--- src/rtl/cacheline_adapter.sv ---
// cacheline_adapter
//   Bridges the cache's 256-bit line port to a 64-bit burst memory.
//   Each line request becomes a 4-beat burst. Beat 0 is line bits [63:0].
//   Read beats are assembled into dfp_rdata. Write beats are replayed from a
//   latched copy of dfp_wdata.
//
// Ports
//   clk, rst         clock, synchronous active-high reset
//   dfp_addr         line address from the cache (bits [4:0] ignored)
//   dfp_read/write   level requests, held until dfp_resp
//   dfp_wdata        write line, valid while dfp_write is high
//   dfp_rdata        assembled read line (register)
//   dfp_resp         one-cycle completion pulse
//   burst_addr       line-aligned address {addr[31:5], 5'b0}
//   burst_read       read burst request, held until burst_ready
//   burst_write      write beat valid
//   burst_wdata      current write beat
//   burst_ready      memory accepts the read request or write beat this cycle
//   burst_rdata      read beat
//   burst_rvalid     read beat valid (in order 0..3, gaps allowed)
//   dbg_state        current FSM state, for observation only
//
// Handshake: a read request or write beat transfers in any cycle where
// burst_read/burst_write and burst_ready are both high. The adapter holds
// burst_addr/burst_wdata stable until that transfer. Read beats have no
// back-pressure: every burst_rvalid in RD_DATA is taken.
//
// Build option: CACHELINE_ADAPTER_POSTED_WRITE_EN
//   When defined, a write is acknowledged on the cycle after it is accepted
//   and drains in the background. New requests wait in place until the drain
//   has finished, so ordering is kept.

module cacheline_adapter (
   input  logic         clk,
   input  logic         rst,
   input  logic [31:0]  dfp_addr,
   input  logic         dfp_read,
   input  logic         dfp_write,
   input  logic [255:0] dfp_wdata,
   output logic [255:0] dfp_rdata,
   output logic         dfp_resp,
   output logic [31:0]  burst_addr,
   output logic         burst_read,
   output logic         burst_write,
   output logic [63:0]  burst_wdata,
   input  logic         burst_ready,
   input  logic [63:0]  burst_rdata,
   input  logic         burst_rvalid,
   output logic [2:0]   dbg_state
);

   typedef enum logic [2:0] {
      IDLE    = 3'd0,
      RD_ADDR = 3'd1,
      RD_DATA = 3'd2,
      WR_DATA = 3'd3,
      RESP    = 3'd4
   } state_t;

   state_t        state;
   logic [1:0]    cnt;
   logic [1:0]    cnt_nxt;
   logic [255:0]  wbuf;

   assign cnt_nxt   = cnt + 2'd1;
   assign dbg_state = state;

   always_ff @(posedge clk) begin
      if (rst) begin
         state       <= IDLE;
         cnt         <= 2'd0;
         wbuf        <= '0;
         dfp_rdata   <= '0;
         dfp_resp    <= 1'b0;
         burst_addr  <= '0;
         burst_read  <= 1'b0;
         burst_write <= 1'b0;
         burst_wdata <= '0;
      end else begin
         dfp_resp <= 1'b0;
         case (state)
            IDLE: begin
               // Write wins if both are raised; the read is dropped.
               if (dfp_write) begin
                  burst_addr  <= {dfp_addr[31:5], 5'b0};
                  wbuf        <= dfp_wdata;
                  burst_wdata <= dfp_wdata[63:0];
                  burst_write <= 1'b1;
                  cnt         <= 2'd0;
                  state       <= WR_DATA;
`ifdef CACHELINE_ADAPTER_POSTED_WRITE_EN
                  // Line is safely captured in wbuf, so acknowledge now.
                  dfp_resp    <= 1'b1;
`endif
               end else if (dfp_read) begin
                  burst_addr  <= {dfp_addr[31:5], 5'b0};
                  burst_read  <= 1'b1;
                  cnt         <= 2'd0;
                  state       <= RD_ADDR;
               end
            end

            RD_ADDR: begin
               if (burst_ready) begin
                  burst_read <= 1'b0;
                  state      <= RD_DATA;
               end
            end

            RD_DATA: begin
               // Beats land straight in the output register, so the previous
               // line stays visible until this read's first beat arrives.
               if (burst_rvalid) begin
                  dfp_rdata[{cnt, 6'd0} +: 64] <= burst_rdata;
                  cnt <= cnt_nxt;
                  if (cnt == 2'd3) begin
                     dfp_resp <= 1'b1;
                     state    <= RESP;
                  end
               end
            end

            WR_DATA: begin
               if (burst_ready) begin
                  cnt <= cnt_nxt;
                  if (cnt == 2'd3) begin
                     burst_write <= 1'b0;
                     burst_wdata <= '0;
`ifdef CACHELINE_ADAPTER_POSTED_WRITE_EN
                     // Already acknowledged; pending requests get sampled next.
                     state       <= IDLE;
`else
                     dfp_resp    <= 1'b1;
                     state       <= RESP;
`endif
                  end else begin
                     burst_wdata <= wbuf[{cnt_nxt, 6'd0} +: 64];
                  end
               end
            end

            // The request is still high here; going straight to IDLE without
            // sampling keeps it from being serviced twice.
            RESP: state <= IDLE;

            default: state <= IDLE;
         endcase
      end
   end

endmodule

--- config.mk ---
export PLATFORM = sky130hd
export DESIGN_NAME = cacheline_adapter
export DESIGN_NICKNAME = d
export VERILOG_FILES = /design/src/rtl/cacheline_adapter.sv
export SDC_FILE = /design/constraint.sdc
export NUM_CORES = 1
export LEC_CHECK = 0
export BUFFER_PORTS_ARGS = -buffer_cell sky130_fd_sc_hd__buf_2
export CAP_MARGIN = 25
export CORE_AREA = 2 2 281 283
export CTS_BUF_LIST = sky130_fd_sc_hd__clkbuf_16
export CTS_CLUSTER_DIAMETER = 50
export DETAILED_ROUTE_END_ITERATION = 12
export DIE_AREA = 0 0 283 285
export SLEW_MARGIN = 20
export SYNTH_ARGS = -nofsm -noshare
export SYNTH_HDL_FRONTEND = slang
export SYNTH_SLANG_ARGS = --single-unit
--- constraint.sdc ---
create_clock -name clk -period 2.9 [get_ports clk]
set_input_delay 0.435 -clock clk [delete_from_list [all_inputs] [get_ports clk]]
set_output_delay 0.435 -clock clk [all_outputs]
set_load 0.005 [all_outputs]
# == Word-level counts from Yosys, hierarchy flattened ==
# Cells that the tools add are included.
# totals
register_bits,616
latch_bits,0
ramBits,0
mem_bits_ro,0
out_inout_bits,358
word_cells,70
n_memories,0
# classes
add_sub_neg,2
multipliers,0
div_mod_pow,0
n_lt_le_gt_ge,0
eq_ne,12
n_shift,3
muxes,31
bitwise,0
reduce_logical,13
# op_table
operator,n
$bwmux W256,1
$shift A64 B10 Y256 const A,1
$shiftx A256 B9 Y64,1
$shiftx A64 B10 Y256,1
$mux W64,3
$pmux W64 S2,1
$mux W32,2
$mux W3,6
$reduce_and A4 Y1,4
$ne A2 B2 Y1 const B,7
$pmux W3 S4,1
$neg A8 Y10,1
$mux W1,9
$mux W2,4
$eq A3 B2 Y1 const B,2
$pmux W1 S2,3
$pmux W2 S3,1
$reduce_and A2 Y1,3
$reduce_bool A2 Y1,3
$eq A3 B1 Y1 const B,1
$logic_not A3 Y1,1
$ne A3 B3 Y1 const B,1
$reduce_and A3 Y1,1
$reduce_bool A3 Y1,1
2 further kinds,2

# == Logic depth before layout (Yosys ltp) ==
# Gate-level depths: netlist of the first run.
# logic_depth
word_depth,5
mapped_depth,10
mapped_depth_nobuf,5

# == Worst setup path after synthesis of the first run ==
# No wires, ideal clock.
# synth_path
path_kind,flip-flop to flip-flop
startpoint,register cnt[0]
endpoint,register burst_wdata[10]
t_arrival_ns,2.218
t_required_ns,2.759
slack_ns,0.541
stages_incl_launch_ff,9
n_path_buf,3
period_less_slack_ns,2.359
path_cell_list,dfxtp_1 > buf_2 > inv_1 > ha_1 > buf_6 > buf_2 > mux4_2 > a221oi_1 > nor3_2
# synth_between
elab_chain_len,5
word_cells_on_any_way,6
# synth_lines
element,line_no,text
start: declaration,61,logic [1:0] cnt;
start signal: assignment,115,cnt <= cnt_nxt;
start signal: assignment,125,cnt <= cnt_nxt;
$add A2 B1 Y2,65,assign cnt_nxt = cnt + 2'd1;
$shiftx A256 B9 Y64,137,"burst_wdata <= wbuf[{cnt_nxt, 6'd0} +: 64];"
$mux W64 (*),126,if (cnt == 2'd3) begin
$mux W64 (*),124,if (burst_ready) begin
$pmux W64 S2 (*),81,case (state)
end signal: assignment,87,burst_wdata <= dfp_wdata[63:0];
end signal: assignment,137,
end: declaration,45,"output logic [63:0] burst_wdata,"
# Every way passes the cells marked *; elsewhere a longest branch is shown, timed or not. The select of a mux whose other input is x is not followed.
# A chain may end at the register's enable or synchronous reset.

# == Worst setup path in the final report of the first run ==
# layout_path
startpoint,register cnt[1]
endpoint,register burst_wdata[61]
# The elaborated chain is that of the path after synthesis.

==> impl_metrics.yaml, run 1 <==
clock_tree:
  clkSinkCount: 611
  clock_tree.root_cell: "clkbuf_16"
  cts-buffers-inserted: 80
  clk_pin_slew_worst_paths_ns: 0.06
  cts_tree: "done"
  clock_tree.htree_level_count: 3
  postCtsSetupRepairBufs: 0
  clkLatencyLatePin_ns: 0.64
  clock_buffer_depth: 3
global_routing:
  grt_antenna_before_repair: 29
  global_route.overflow_total: 0
  via_count_of_the_first_global_routing_pass: 22300
  gr-usage-all-layers: 0.216
  grt_max_degree: 78
  grt_first_pass_wirelength_mm: 137
timing:
  finalWorstSetupSlack_ns: 0.585
  period_needed_ns: 2.32
  timing.final.hold_violations: 0
  achievable-frequency_mhz: 432
  timing.final.setup_violations: 0
  final.setup_skew_ns: 0.0423
  final_min_period_over_clock_period: 0.798
  finalSetupTns_ns: 0
  maxSlewViolCount: 0
  timing.slew.headroom: 0.238
  grt_setup_unrepaired: "no"
  least_margin_pin_slew_ns: 1.14
final_layout:
  postLayoutCellArea_mm2: 0.0316
  most-common-layout-cells: "823 x nand2_1, 704 x buf_2, 609 x dfxtp_1"
  multi_input_gate_area_mm2: 0.0109
  final_layout_size_suffix_gt1_frac: 0.292
  design.final.nets: 3832
  final_core_utilization: 0.405
  fillerInstances: 8017
  synthToLayoutAreaGrowth_pct: 29.9
  regArea_mm2: 0.0122
  most_common_cell_after_layout_fill_and_taps_aside: "nand2_1"
floorplan:
  core-area_mm2: 0.0780
  std_cell_rows: 103
  die-width_um: 283
  initial_utilization: 0.312
  die-area_mm2: 0.0807
  top_level_ports: 716
  die_y_um: 285
synthesis:
  syn_area_mm2: 0.0243
  synthCells: 2881
  yosysSeqAreaShare: 0.503
  synthDominantAreaCellType: "dfxtp_1"
  synth_enable_flop_cells: 0
  ys_warn_count: 0
  synth_async_sr_flop_share: 0
  netlist.area_leader.share: 0.503
  synth-seq-cells: 611
  netlist-cell-type-count: 41
  synth_flop_cell: "dfxtp_1"
  synth_top_cells_by_area: "dfxtp_1 50%, nand2_1 13%, a21oi_1 11%"
  post_synth.cell_area_avg_um2: 8.44
drt:
  wl_per_cell_um: 19.7
  drtAntennaViolNets: 0
  first_pass_iters: 5
  viasPerCell: 5.02
  routed-via-count: 23100
  wl_mm: 90.4
  drt_iter0_markers: 1656
  drt_drc_violations_left: 0
hold_path:
  hold_path.class: "in -> reg"
  whs_endpoint: "wbuf[166]"
  timing.hold.worst_path_depth: 3
  timing.hold.worst.start: "dfp_wdata[166]"
run:
  max-cap-violations: 0
worst_setup_path:
  worstReg2RegStart: "cnt[1]"
  worstPathArrival_ns: 2.81
  crit-reg2reg-capture: "burst_wdata[61]"
  r2r_setup_slack_ns: 0.58
  worst-endpoint-required_ns: 3.40
  critPathCaptureType: "flop"
  type_of_the_worst_setup_path: "reg -> reg"
  path_max_fanout: 35
  setup.worst_path.start_class: "flop"
  ff2ff_path_depth: 6
pwr:
  worst_ir_drop_vdd_mv: 0.466
  cellLeakagePower_nw: 12.7
  cellPowerDensity_mw_per_mm2: 755
placed_design:
  place.detailed.hpwl_mm: 58.4
  place.gp.congestion: 0.859
  dpl-instance-area_mm2: 0.0289
  place.port_buffers: 705
  pre_cts_slack_ns: 0.558
run_status:
  status: "finished clean"
==> synthesized netlist by cell type, types with 11 or more instances <==
| master | instances |
|---|---|
| a21oi_1 | 546 |
| a221oi_1 | 54 |
| buf_2 | 94 |
| buf_4 | 11 |
| clkbuf_1 | 148 |
| dfxtp_1 | 611 |
| mux4_2 | 64 |
| nand2_1 | 827 |
| nand2b_1 | 66 |
| nand3_1 | 259 |
| nor2_1 | 67 |
| nor3_2 | 60 |
==> how the worst max path moves through the flow <==
stage	startpoint	endpoint	cells past startpoint
final	cnt[1]	burst_wdata[61]	6
after floorplan	cnt[0]	burst_wdata[10]	8
after detailed placement	cnt[1]	burst_wdata[61]	6
after CTS	cnt[1]	burst_wdata[21]	6
after global routing	cnt[1]	burst_wdata[23]	6
after global placement	cnt[1]	burst_wdata[61]	6
==> logic make-up after synthesis <==
family / synth area share
adder cells (fa/ha/maj): 0.00309
other: 0.000154
multiplexers: 0.0597
AO/OA/AOI/OAI: 0.141
buffers and inverters: 0.0511
AND/OR/NAND/NOR: 0.242
flip-flops: 0.503
==> state kept, by name, indices dropped and copies added, names as in the netlist <==
| signal | flops |
|---|---|
| cnt | 2 |
| burst_write | 1 |
| dfp_rdata | 256 |
| dfp_resp | 1 |
| burst_read | 1 |
| dbg_state | 3 |
| wbuf | 256 |
| burst_wdata | 64 |
| burst_addr | 27 |
==> metal layers <==
layer / GRT usage / share of wire / vias to the layer above
li1: - / - / 11000
met1: 0.270 / 0.41 / 10900
met2: 0.355 / 0.47 / 945
met3: 0.0531 / 0.080 / 211
met4: 0.0912 / 0.037 / 26
met5: 0 / 0.0019 / -
==> worst max-delay path: stages, from the launching register on <==
cell      delay (ns)
dfxtp_1         0.40
inv_1           0.13
ha_4            0.32
buf_12          0.29
mux4_2          0.54
a221oi_1        0.42
nor3_2          0.08
==> report_power, final <==
part	total (mW)	internal, mW	switching (mW)	leakage, nW
Combinational	4.70	1.78	2.92	6.42
Sequential	9.63	9.18	0.451	4.98
Clock	9.52	5.53	3.98	1.29
Total	23.9	16.5	7.35	12.7
==> stage by stage <==
step                      cells  power, mW  hold slack, ns
final                      4595       23.9          0.0376
after global routing       4588       25.0          0.0178
after CTS                  4578       24.1       0.0000593
after detailed placement   4426       14.6           0.439
after global placement     4426       14.5           0.433
after floorplan            2885       12.6           0.433
==> repair_timing <==
action / CTS / global route
hold buffers: 10 / 0
endpoints found under the setup margin: 0 / 0
endpoints found under the hold margin: 10 / 0
resized for setup: 0 / 0
==> cell type report <==
type,count,area share
sequential,611,0.388
multi-input combinational,2004,0.346
timing repair buffer,768,0.142
clock buffer,80,0.0634
tap,1050,0.0416
clock inverter,62,0.0173
antenna,17,0.00135
inverter,3,0.000357
Power figures use the tool's default switching activity.
==> inputs of run 2 (changes only) <==
==> constraint.sdc (replaced) <==
create_clock -name clk -period 2.4 [get_ports clk]
set_input_delay 0.36 -clock clk [delete_from_list [all_inputs] [get_ports clk]]
set_output_delay 0.36 -clock clk [all_outputs]
set_load 0.005 [all_outputs]
==> run 2 against run 1 <==
  * Non-clock buffer count rose by 335
  * Global-route usage up 0.49 points
  * Wire length grew 3.0%
  * Sequential share of layout area fell by 3.8 points
  * Clock power increased by 25%
  * Count of clock-buffer cells in the layout decreased by 2
  * Fmax rose by 8.1%
  * Total power rose by 25%
  * Cell count up 7.0%
==> impl_metrics.yaml, run 2 (same netlist as run 1, synthesis figures left out) <==
timing:
  least_margin_pin_slew_ns: 1.07
  timing.final.setup_violations: 0
  final_min_period_over_clock_period: 0.893
  final.setup_skew_ns: 0.0441
  finalWorstSetupSlack_ns: 0.257
  maxSlewViolCount: 0
  grt_setup_unrepaired: "no"
  period_needed_ns: 2.14
  fin_worst_hold_slack_ns: 0.0471
  achievable-frequency_mhz: 467
  finalSetupTns_ns: 0
  timing.final.hold_violations: 0
  timing.slew.headroom: 0.285
worst_setup_path:
  critical_path.cell_chain: "inv_1, ha_4, buf_12, buf_12, mux4_2, a221oi_1, nor3_2"
  worstPathArrival_ns: 2.66
  crit_path_top_delay_cell: "mux4_2"
  worst-endpoint-required_ns: 2.91
  setup.worst_path.start_class: "flop"
  path_max_fanout: 15
  critPathCaptureType: "flop"
  worst_stage_delay_on_the_critical_path_ns: 0.51
  critical_path.most_common_cell: "buf_12"
  type_of_the_worst_setup_path: "reg -> reg"
final_layout:
  synthToLayoutAreaGrowth_pct: 44.2
  most-common-layout-cells: "823 x nand2_1, 704 x buf_2, 609 x dfxtp_1"
  largestRegisters: "dfp_rdata (256), wbuf (256), burst_wdata (64)"
  finalNonFillerCells: 4918
  fillerInstances: 7492
  final_layout_size_suffix_gt1_frac: 0.274
  design.final.nets: 4165
  most_common_cell_after_layout_fill_and_taps_aside: "nand2_1"
clock_tree:
  clock_tree.htree_level_count: 3
  cts_repair_resize_count: 0
  cts_tree: "done"
  clkLatencyLatePin_ns: 0.65
  clock_buffer_depth: 3
  postCtsSetupRepairBufs: 0
  cts_hold_buf: 324
  clk_pin_slew_worst_paths_ns: 0.06
  clock_tree.root_cell: "clkbuf_16"
  cts-buffers-inserted: 78
  clkSinkCount: 611
drt:
  wl_mm: 93.1
  viasPerCell: 4.99
  wl_per_cell_um: 18.9
  drt_iter0_markers: 1728
  first_pass_iters: 5
  drtAntennaViolNets: 0
  routed-via-count: 24600
  drt_drc_violations_left: 0
global_routing:
  gr-usage-all-layers: 0.221
  grt_antenna_before_repair: 10
  via_count_of_the_first_global_routing_pass: 23800
  grt_first_pass_wirelength_mm: 141
  grt_max_degree: 99
  global_route.overflow_total: 0
floorplan:
  initial_utilization: 0.312
  core-area_mm2: 0.0780
  std_cell_rows: 103
  die_y_um: 285
  die-width_um: 283
  top_level_ports: 716
  die-area_mm2: 0.0807
run_status:
  status: "finished clean"
pwr:
  cellLeakagePower_nw: 14.2
  worst_ir_drop_vdd_mv: 0.525
  total_power_mw: 29.8
  cellPowerDensity_mw_per_mm2: 850
placed_design:
  place.port_buffers: 705
  pre_cts_slack_ns: 0.241
  place.detailed.hpwl_mm: 60.0
  placed_cells_incl_taps: 4447
  place.gp.congestion: 0.877
hold_path:
  hold_path.class: "in -> reg"
run:
  max-cap-violations: 0
[run 2: cell count changes in the layout (fill, tap and decap cells not counted), sizes merged]
| cell | delta |
|---|---|
| bufinv | +4 |
| dlygate4sd3 | +314 |
| clkinvlp | -2 |
| clkbuf | -2 |
| clkinv | -2 |
| inv | +1 |
| diode | -11 |
| buf | +21 |
[run 2: critical path, delay by kind of cell, from the launching register on]
| family | cells | cell delay (ns) |
|---|---|---|
| muxes | 1 | 0.51 |
| DFF | 1 | 0.32 |
| and+or+nand+nor | 1 | 0.08 |
| buffers and inverters | 3 | 0.44 |
| AOI/OAI and AO/OA | 1 | 0.38 |
| adders and majority gates | 1 | 0.31 |
[run 2: layout make-up]
cell class	count	area, um2	area share
inverter	3	11.3	0.000321
multi-input combinational	2004	10900	0.312
antenna	6	15.0	0.000428
timing repair buffer	1103	7900	0.225
tap	1050	1310	0.0375
sequential	611	12200	0.349
clock buffer	78	1950	0.0557
clock inverter	63	687	0.0196
[run 2: path summary, 6_finish.rpt]
check	start	depth (start not counted)	end	slack [ns]
worst max-delay path	cnt[1]	7	burst_wdata[60]	0.26
worst min-delay path	burst_rdata[42]	3	dfp_rdata[234]	0.05
worst max register to register	cnt[1]	7	burst_wdata[60]	0.26
worst min register to register	dfp_rdata[120]	2	dfp_rdata[120]	0.45
[run 2: power by group]
part,internal [mW],switching [mW]
clock,7.02,4.87
sequential,11.1,0.549
combinational,2.59,3.66
[run 2: stage by stage]
step | utilization | area (um2)
floorplan | - | 24300
global placement | 0.374 | 29200
detailed placement | 0.374 | 29200
CTS | 0.449 | 35000
global route | 0.450 | 35100
finish | 0.450 | 35100
[run 2: per-layer routing]
layer | track usage | up-vias | wire length (um)
li1 | - | 11700 | -
met3 | 0.0462 | 246 | 6840
met4 | 0.107 | 6 | 4300
met2 | 0.364 | 1054 | 43700
met5 | 0 | - | 38
met1 | 0.275 | 11600 | 38300
